## config.mk

```make
export PLATFORM = sky130hd
export DESIGN_NAME = cnt163_seq_ctrl
export DESIGN_NICKNAME = d
export VERILOG_FILES = /design/src/rtl/cnt163_seq_ctrl.sv
export SDC_FILE = /design/constraint.sdc
export NUM_CORES = 1
export LEC_CHECK = 0
export BUFFER_PORTS_ARGS = -buffer_cell sky130_fd_sc_hd__buf_2
export CAP_MARGIN = 40
export CORE_ASPECT_RATIO = 1.75
export CORE_MARGIN = 2
export CORE_UTILIZATION = 40
export CTS_CLUSTER_SIZE = 30
export DETAILED_ROUTE_END_ITERATION = 12
export PLACE_DENSITY = 0.67
export SLEW_MARGIN = 20
export SYNTH_ARGS = -nofsm -noshare
export SYNTH_HDL_FRONTEND = slang
export SYNTH_SLANG_ARGS = --single-unit
```

## constraint.sdc

```tcl
create_clock -name CLK -period 1.9 [get_ports CLK]
set_clock_uncertainty 0.2 [all_clocks]
set_input_delay 0.285 -clock CLK [delete_from_list [all_inputs] [get_ports CLK]]
set_output_delay 0.285 -clock CLK [all_outputs]
set_load 0.005 [all_outputs]
```

## src/rtl/cnt163_seq_ctrl.sv

```systemverilog
// -----------------------------------------------------------------------------
// cnt163_seq_ctrl
//
// Sequencing controller for a single 74x163-style synchronous counter.
// Turns the free-running counter into a programmable-range modulo counter:
// it counts CFG_LO..CFG_HI for CYCLES passes (0 = continuous). It supports
// pause (HOLD), abort (STOP) and completion status (DONE, PASS_CNT).
//
// Ports
//   CLK        system clock, rising edge, shared with the counter
//   RST_L      asynchronous active-low reset
//   START      level sampled in IDLE; starts a run
//   STOP       abort request (LOAD and RUN only)
//   HOLD       pause request (RUN only)
//   CFG_LO     low bound of the count range, latched on an accepted START
//   CFG_HI     high bound of the count range, latched on an accepted START
//   CYCLES     number of passes, 0 = continuous, latched on an accepted START
//   CNT_Q      counter present state
//   CNT_CLR_L  counter sync clear, active low (held low while in reset)
//   CNT_LD_L   counter sync load, active low
//   CNT_ENP    counter ENP
//   CNT_ENT    counter ENT
//   CNT_D      counter parallel load data
//   BUSY       high in LOAD, RUN and ABORT
//   DONE       one-cycle pulse on normal completion
//   WRAP_P     high in each RUN cycle that ends a pass
//   ERR        sticky: a START was rejected because CFG_LO > CFG_HI
//   PASS_CNT   passes completed in the current run
// -----------------------------------------------------------------------------
module cnt163_seq_ctrl #(
    parameter int W  = 4,
    parameter int PW = 4
) (
    input  logic          CLK,
    input  logic          RST_L,
    input  logic          START,
    input  logic          STOP,
    input  logic          HOLD,
    input  logic [W-1:0]  CFG_LO,
    input  logic [W-1:0]  CFG_HI,
    input  logic [PW-1:0] CYCLES,
    input  logic [W-1:0]  CNT_Q,
    output logic          CNT_CLR_L,
    output logic          CNT_LD_L,
    output logic          CNT_ENP,
    output logic          CNT_ENT,
    output logic [W-1:0]  CNT_D,
    output logic          BUSY,
    output logic          DONE,
    output logic          WRAP_P,
    output logic          ERR,
    output logic [PW-1:0] PASS_CNT
);

    typedef enum logic [2:0] {
        IDLE   = 3'd0,
        LOAD   = 3'd1,
        RUN    = 3'd2,
        DONE_S = 3'd3,
        ABORT  = 3'd4
    } state_t;

    state_t        state_reg,  state_next;
    logic [W-1:0]  lo_reg,     lo_next;
    logic [W-1:0]  hi_reg,     hi_next;
    logic [PW-1:0] cyc_reg,    cyc_next;
    logic [PW-1:0] pass_reg,   pass_next;
    logic          err_reg,    err_next;

    logic          clr_l_int;
    logic [PW-1:0] pass_inc;

    // Pass count after the pass ending this cycle; wraps mod 2^PW.
    assign pass_inc = pass_reg + {{(PW-1){1'b0}}, 1'b1};

    always_ff @(posedge CLK or negedge RST_L) begin
        if (!RST_L) begin
            state_reg <= IDLE;
            lo_reg    <= '0;
            hi_reg    <= '0;
            cyc_reg   <= '0;
            pass_reg  <= '0;
            err_reg   <= 1'b0;
        end else begin
            state_reg <= state_next;
            lo_reg    <= lo_next;
            hi_reg    <= hi_next;
            cyc_reg   <= cyc_next;
            pass_reg  <= pass_next;
            err_reg   <= err_next;
        end
    end

    // Counter controls are combinational so the counter acts on the same
    // edge as the state transition that they accompany.
    always_comb begin
        state_next = state_reg;
        lo_next    = lo_reg;
        hi_next    = hi_reg;
        cyc_next   = cyc_reg;
        pass_next  = pass_reg;
        err_next   = err_reg;
        clr_l_int  = 1'b1;
        CNT_LD_L   = 1'b1;
        CNT_ENP    = 1'b0;
        CNT_ENT    = 1'b0;
        CNT_D      = '0;
        BUSY       = 1'b0;
        DONE       = 1'b0;
        WRAP_P     = 1'b0;

        unique case (state_reg)
            IDLE: begin
                if (START) begin
                    if (CFG_LO <= CFG_HI) begin
                        lo_next    = CFG_LO;
                        hi_next    = CFG_HI;
                        cyc_next   = CYCLES;
                        pass_next  = '0;
                        err_next   = 1'b0;
                        state_next = LOAD;
                    end else begin
                        err_next = 1'b1;
                    end
                end
            end

            LOAD: begin
                BUSY     = 1'b1;
                CNT_LD_L = 1'b0;
                CNT_D    = lo_reg;
                // The load still happens on an aborting edge.
                state_next = STOP ? ABORT : RUN;
            end

            RUN: begin
                BUSY = 1'b1;
                if (STOP) begin
                    state_next = ABORT;
                end else if (HOLD) begin
                    // ENT high with ENP low freezes Q.
                    CNT_ENT = 1'b1;
                end else if (CNT_Q != hi_reg) begin
                    CNT_ENP = 1'b1;
                    CNT_ENT = 1'b1;
                end else begin
                    WRAP_P    = 1'b1;
                    pass_next = pass_inc;
                    if ((cyc_reg != '0) && (pass_inc == cyc_reg)) begin
                        state_next = DONE_S;
                    end else begin
                        CNT_LD_L = 1'b0;
                        CNT_D    = lo_reg;
                    end
                end
            end

            DONE_S: begin
                DONE       = 1'b1;
                state_next = IDLE;
            end

            ABORT: begin
                BUSY       = 1'b1;
                clr_l_int  = 1'b0;
                state_next = IDLE;
            end

            default: begin
                state_next = IDLE;
            end
        endcase
    end

    // Clear is forced while reset is asserted so the counter is cleared on
    // every edge of the reset period.
    assign CNT_CLR_L = clr_l_int & RST_L;
    assign ERR       = err_reg;
    assign PASS_CNT  = pass_reg;

endmodule

```

== After elaboration in Yosys (flattened, before gate mapping) ==
Index checks and enable logic that the tools add are counted.
Operators by class
  multiplexer cells: 39
  reductions and logical operators: 9
  bitwise operators: 1
  magnitude comparators: 1
  equality and inequality tests: 14
  $add $sub $neg: 1
Operators by type and width (count)
  2-to-1 mux 4 bit: 9
  2-to-1 mux 3 bit: 7
  2-to-1 mux 1 bit: 19
  one-hot mux 4 bit (2 select lines): 2
  != test 2 bit (second input constant): 5
  != test 3 bit (second input constant): 3
  one-hot mux 3 bit (3 select lines): 1
  equality test 3 x 2 -> 1 bit (second input constant): 2
  AND reduction 6 bit: 1
  AND reduction 5 bit: 1
  adder 4 x 1 -> 4 bit (second input constant): 1
  equality test 4 bit: 1
  <= comparator 4 bit: 1
  != test 4 bit: 1
  nonzero test 4 bit: 1
  equality test 3 x 1 -> 1 bit (second input constant): 1
  equality test 3 bit (second input constant): 1
  logical NOT 3 bit: 1
  AND reduction 3 bit: 1
  OR reduction 3 bit: 1
  one-hot mux 1 bit (2 select lines): 1
  AND reduction 2 bit: 1
  nonzero test 2 bit: 1
  AND 1 bit: 1
  logical AND 1 bit: 1
Storage, ports and cells
  output and inout port bits: 16
  input bits: 21
  logic and storage cells: 71
  register bits after elaboration: 20

== Logic depth before layout (Yosys ltp) ==
  depth after elaboration: 8
  depth in mapped cells: 8
  gate-level depth less buffers: 6

== Least setup slack after synthesis ==
OpenSTA, ideal clock, no wires.
  path type: input port to flip-flop
  from: input CFG_HI[2]
  to: register hi_reg[2]
  buffers on the path: 2
  arrival time: 1.857 ns
  path slack: -0.282 ns
  stages: 8
  required time: 1.575 ns
  cells stage by stage: inv_1 > ha_1 > and3b_1 > a2111oi_1 > o211a_1 > buf_6 > buf_12 > mux2_4
Between the ends
  word-level cells in the longest chain between the ends: 2
RTL lines
  start, declared: line 40  | input logic [W-1:0] CFG_HI,
  <= comparator 4 bit: line 115  | if (CFG_LO <= CFG_HI) begin
  AND reduction 3 bit (no source line)
  end signal, assigned: line 87  | hi_reg <= hi_next;
  end, declared: line 65  | logic [W-1:0] hi_reg, hi_next;
Several ways; a longest one is shown, not always the timed one.
A chain may end at the register's enable or synchronous reset.

== Final worst setup path ==
  from: register pass_reg[0] (netlist: PASS_CNT[0])
  to: output CNT_D[1]
Between the ends
  word-level cells in the longest chain between the ends: 8
RTL lines
  start, declared: line 67  | logic [PW-1:0] pass_reg, pass_next;
  start signal, assigned: line 89  | pass_reg <= pass_next;
  adder 4 x 1 -> 4 bit: line 74  | assign pass_inc = pass_reg + {{(PW-1){1'b0}}, 1'b1};
  equality test 4 bit: line 149  | if ((cyc_reg != '0) && (pass_inc == cyc_reg)) begin
  logical AND 1 bit: line 149
  2-to-1 mux 4 bit: line 149
  2-to-1 mux 4 bit: line 143  | end else if (CNT_Q != hi_reg) begin
  2-to-1 mux 4 bit: line 140  | end else if (HOLD) begin
  2-to-1 mux 4 bit: line 138  | if (STOP) begin
  one-hot mux 4 bit (2 select lines): line 112  | unique case (state_reg)
  end, declared: line 47  | output logic [W-1:0] CNT_D,
Every way passes these cells.

==> flow_metrics.tcl <==
set metrics [dict create \
    synthesis.nets 137 \
    worstSetupEndpointType "output port" \
    timing.critical_path.max_delay_family "compound AO/OA/AOI/OAI gates" \
    drive_gt1_share_pct 63.0 \
    path_clk_slew_ns 0.08 \
    vdd_ir_drop_max_mv 0.769 \
    route.detailed.vias_per_inst 5.42 \
    yosys-top-cells-count "sky130_fd_sc_hd__dfrtp_1, sky130_fd_sc_hd__inv_1, sky130_fd_sc_hd__mux2_2, sky130_fd_sc_hd__nor2_1, sky130_fd_sc_hd__xnor2_1" \
    final_net_count 211 \
    remaining_drc_errors 0 \
    critical_path_required_ns 1.41 \
    clock_tree.htree_level_count 1 \
    max-clock-path-buffers 2 \
    setup_viol 8 \
    number_of_cells_produced_by_synthesis 111 \
    synth_async_sr_flop_share_pct 100 \
    rsz0062_at_grt "true" \
    grt_start_max_net_pins 21 \
    min_path_type "input port to flip-flop" \
    detailroute.via_count 1149 \
    crit_slowest_cell "sky130_fd_sc_hd__dfrtp_2" \
    clock-sinks 20 \
    clock_tree.root_cell "sky130_fd_sc_hd__clkbuf_8" \
    clock_power_share_pct 18.0 \
    worstPathArrival_ns 1.90 \
    placement.cell_area_um2 1690 \
    place.gp.congestion 0.778 \
    worst-r2r-setup-slack_ns 0.04 \
    r2r_start "state_reg[2]$_DFFE_PN0P_" \
    area_growth_syn_to_layout_pct 66.8 \
    timing.hold.worst.start "CYCLES[0]" \
    starting_density_of_the_core_pct 41.8 \
    row_count 26 \
    yosysUniqueCellTypes 38 \
    switching_share_pct 33.5 \
    seqPwrFrac_pct 30.2 \
    yosys.area.top_type "sky130_fd_sc_hd__dfrtp_1" \
    dr.pass1.iters 4 \
    insertedDiodeCount 0 \
    yosysWarningCount 0 \
    worstSetupPathDepth 6 \
    final_area_um2 2040 \
    critical_path.n_buffers_inverters 1 \
    cp-endpoint "CNT_D[1]" \
    maxSlewViolCount 0 \
    detail_route.wirelength_um 3410 \
    synth.area.top_cells "sky130_fd_sc_hd__dfrtp_1, sky130_fd_sc_hd__mux2_2, sky130_fd_sc_hd__ha_1" \
    drt-wirelength-per-cell_um 16.1 \
    post-route-worst-setup-slack_ns -0.482 \
    grt_use_total_pct 20.0 \
    drtAntennaViolNets 0 \
    synth.avg_cell_area_um2 11.0 \
    hold_viol_final 0 \
    highest_attainable_clock_frequency_mhz 420 \
    run_status "finished with violations" \
    synth_enable_flop_cells 0 \
    r2r.worst_path.cells 6 \
    finalPower_uw 2420 \
    failed_checks "negative setup slack" \
    die_extent_in_x_um 45.8 \
    synth.most_common_cell "sky130_fd_sc_hd__dfrtp_1" \
    drt_iter0_drc 26 \
    first_pass_grt_wire_length_um 5310 \
    max-slew-margin-rel_pct 67.2 \
    worstPathCellList "ha_4 > xnor2_4 > mux2i_2 > o32ai_4 > a211oi_1 > buf_2" \
    cellLeakagePower_uw 0.000993 \
    power.share.combinational_pct 51.8 \
    layoutNonFillerInstCount 212 \
    critical_path.max_stage_delay_ns 0.43 \
    dieArea_um2 3530 \
    tritoncts "yes" \
    synth_sequential_area_ratio_pct 40.9 \
    antenna_found_initial 0 \
    p_int_uw 1610 \
    floorplan.io_pins 37 \
    clk-insertion-delay-late_ns 0.27 \
    cp-startpoint "PASS_CNT[0]$_DFFE_PN0P_" \
    placed_cells 200 \
    post-place-ws_ns -0.281 \
    first_global_vias 1200 \
    critical_path_class "flip-flop to output port" \
    min_period_over_period_pct 125 \
    port_buffers 36 \
    core_area_um2 2930 \
    post-route-min-period_ns 2.38 \
    timing_worst_slew_pin_value_ns 0.492 \
    grt.overflow.total 0 \
    totalNegativeSetupSlack_ns -2.44 \
    syn_area_um2 1220 \
    number_of_max_cap_violations 0 \
    synth.top_cell.area_share_pct 40.9 \
    power.density_cell_area_nw_per_um2 1180 \
    dpl.hpwl_um 2400 \
    number_of_cts_inserted_buffers 3 \
    start_kind "flip-flop" \
    power.switching_uw 811 \
    crit_path_max_fanout 6 \
    worst_r2r_endpoint "cyc_reg[2]$_DFFE_PN0P_" \
    die-height_um 77.1 \
    top_reg_cell_synth "sky130_fd_sc_hd__dfrtp_1" \
    ys_seq_elements 20 \
]
[power groups by stage]
stage          Clock (uW)  Combinational [uW]  Sequential, uW
2_1_floorplan           0                 595             691
6_report              436                1250             730
4_1_cts               444                1080             713
5_1_grt               455                1340             755
3_5_place_dp            0                 965             705
3_3_place_gp            0                 940             693
[cell usage in the layout (no fill, tap or decap), drive strengths merged, types with 4 or more instances in the layout]
| cell | Yosys | routed |
|---|---|---|
| inv | 10 | 10 |
| dfrtp | 20 | 20 |
| buf | 2 | 69 |
| nor2 | 8 | 8 |
| a211oi | 4 | 4 |
| ha | 5 | 5 |
| mux2 | 11 | 11 |
| xnor2 | 6 | 6 |
| clkbuf | 0 | 4 |
[how the worst min path moves through the flow]
stage | endpoint | cells past startpoint
floorplan | ERR$_DFFE_PN0P_ | 0
global placement | lo_reg[1]$_DFFE_PN0P_ | 2
detailed placement | lo_reg[1]$_DFFE_PN0P_ | 2
CTS | cyc_reg[0]$_DFFE_PN0P_ | 2
global route | cyc_reg[0]$_DFFE_PN0P_ | 2
finish | cyc_reg[0]$_DFFE_PN0P_ | 2
[layer usage]
metal  part of all wire, %  global-route usage (%)
met1                    40                    23.4
met2                    54                    34.5
met3                   3.3                    1.18
met4                   3.5                    9.71
met5                     0                       0
[stage by stage]
stage | utilization (%) | hold WS [ns]
detailed placement | 57.6 | 0.0801
global placement | 57.6 | 0.0788
global route | 69.7 | 0.0519
floorplan | - | -0.211
finish | 69.7 | 0.0449
CTS | 65.4 | 0.0399
[area by class of cell]
class,instances,area (um2)
flip-flops and latches,20,505
fillers,201,888
clock buffers,3,41.3
clock inverters,1,30.0
multi-input cells,79,878
well taps,28,35.0
inverters,10,50.0
repair buffers,71,499
[cells by family after synthesis]
logic type	share of synthesized area (%)
flip-flops	40.9
adder cells (fa/ha/maj)	5.12
XOR/XNOR	8.29
AO/OA/AOI/OAI	14.6
AND/OR/NAND/NOR	12.7
multiplexers	12.7
buffers and inverters	5.63
[repair_timing]
action,in CTS,in global routing
hold buffers,1,0
pin swaps,6,13
gates resized for setup,17,23
endpoints found under the setup margin,18,23
buffers inserted,7,1
endpoints found under the hold margin,20,0
gates cloned,0,1
No activity file was read; power rests on OpenSTA's default activity.
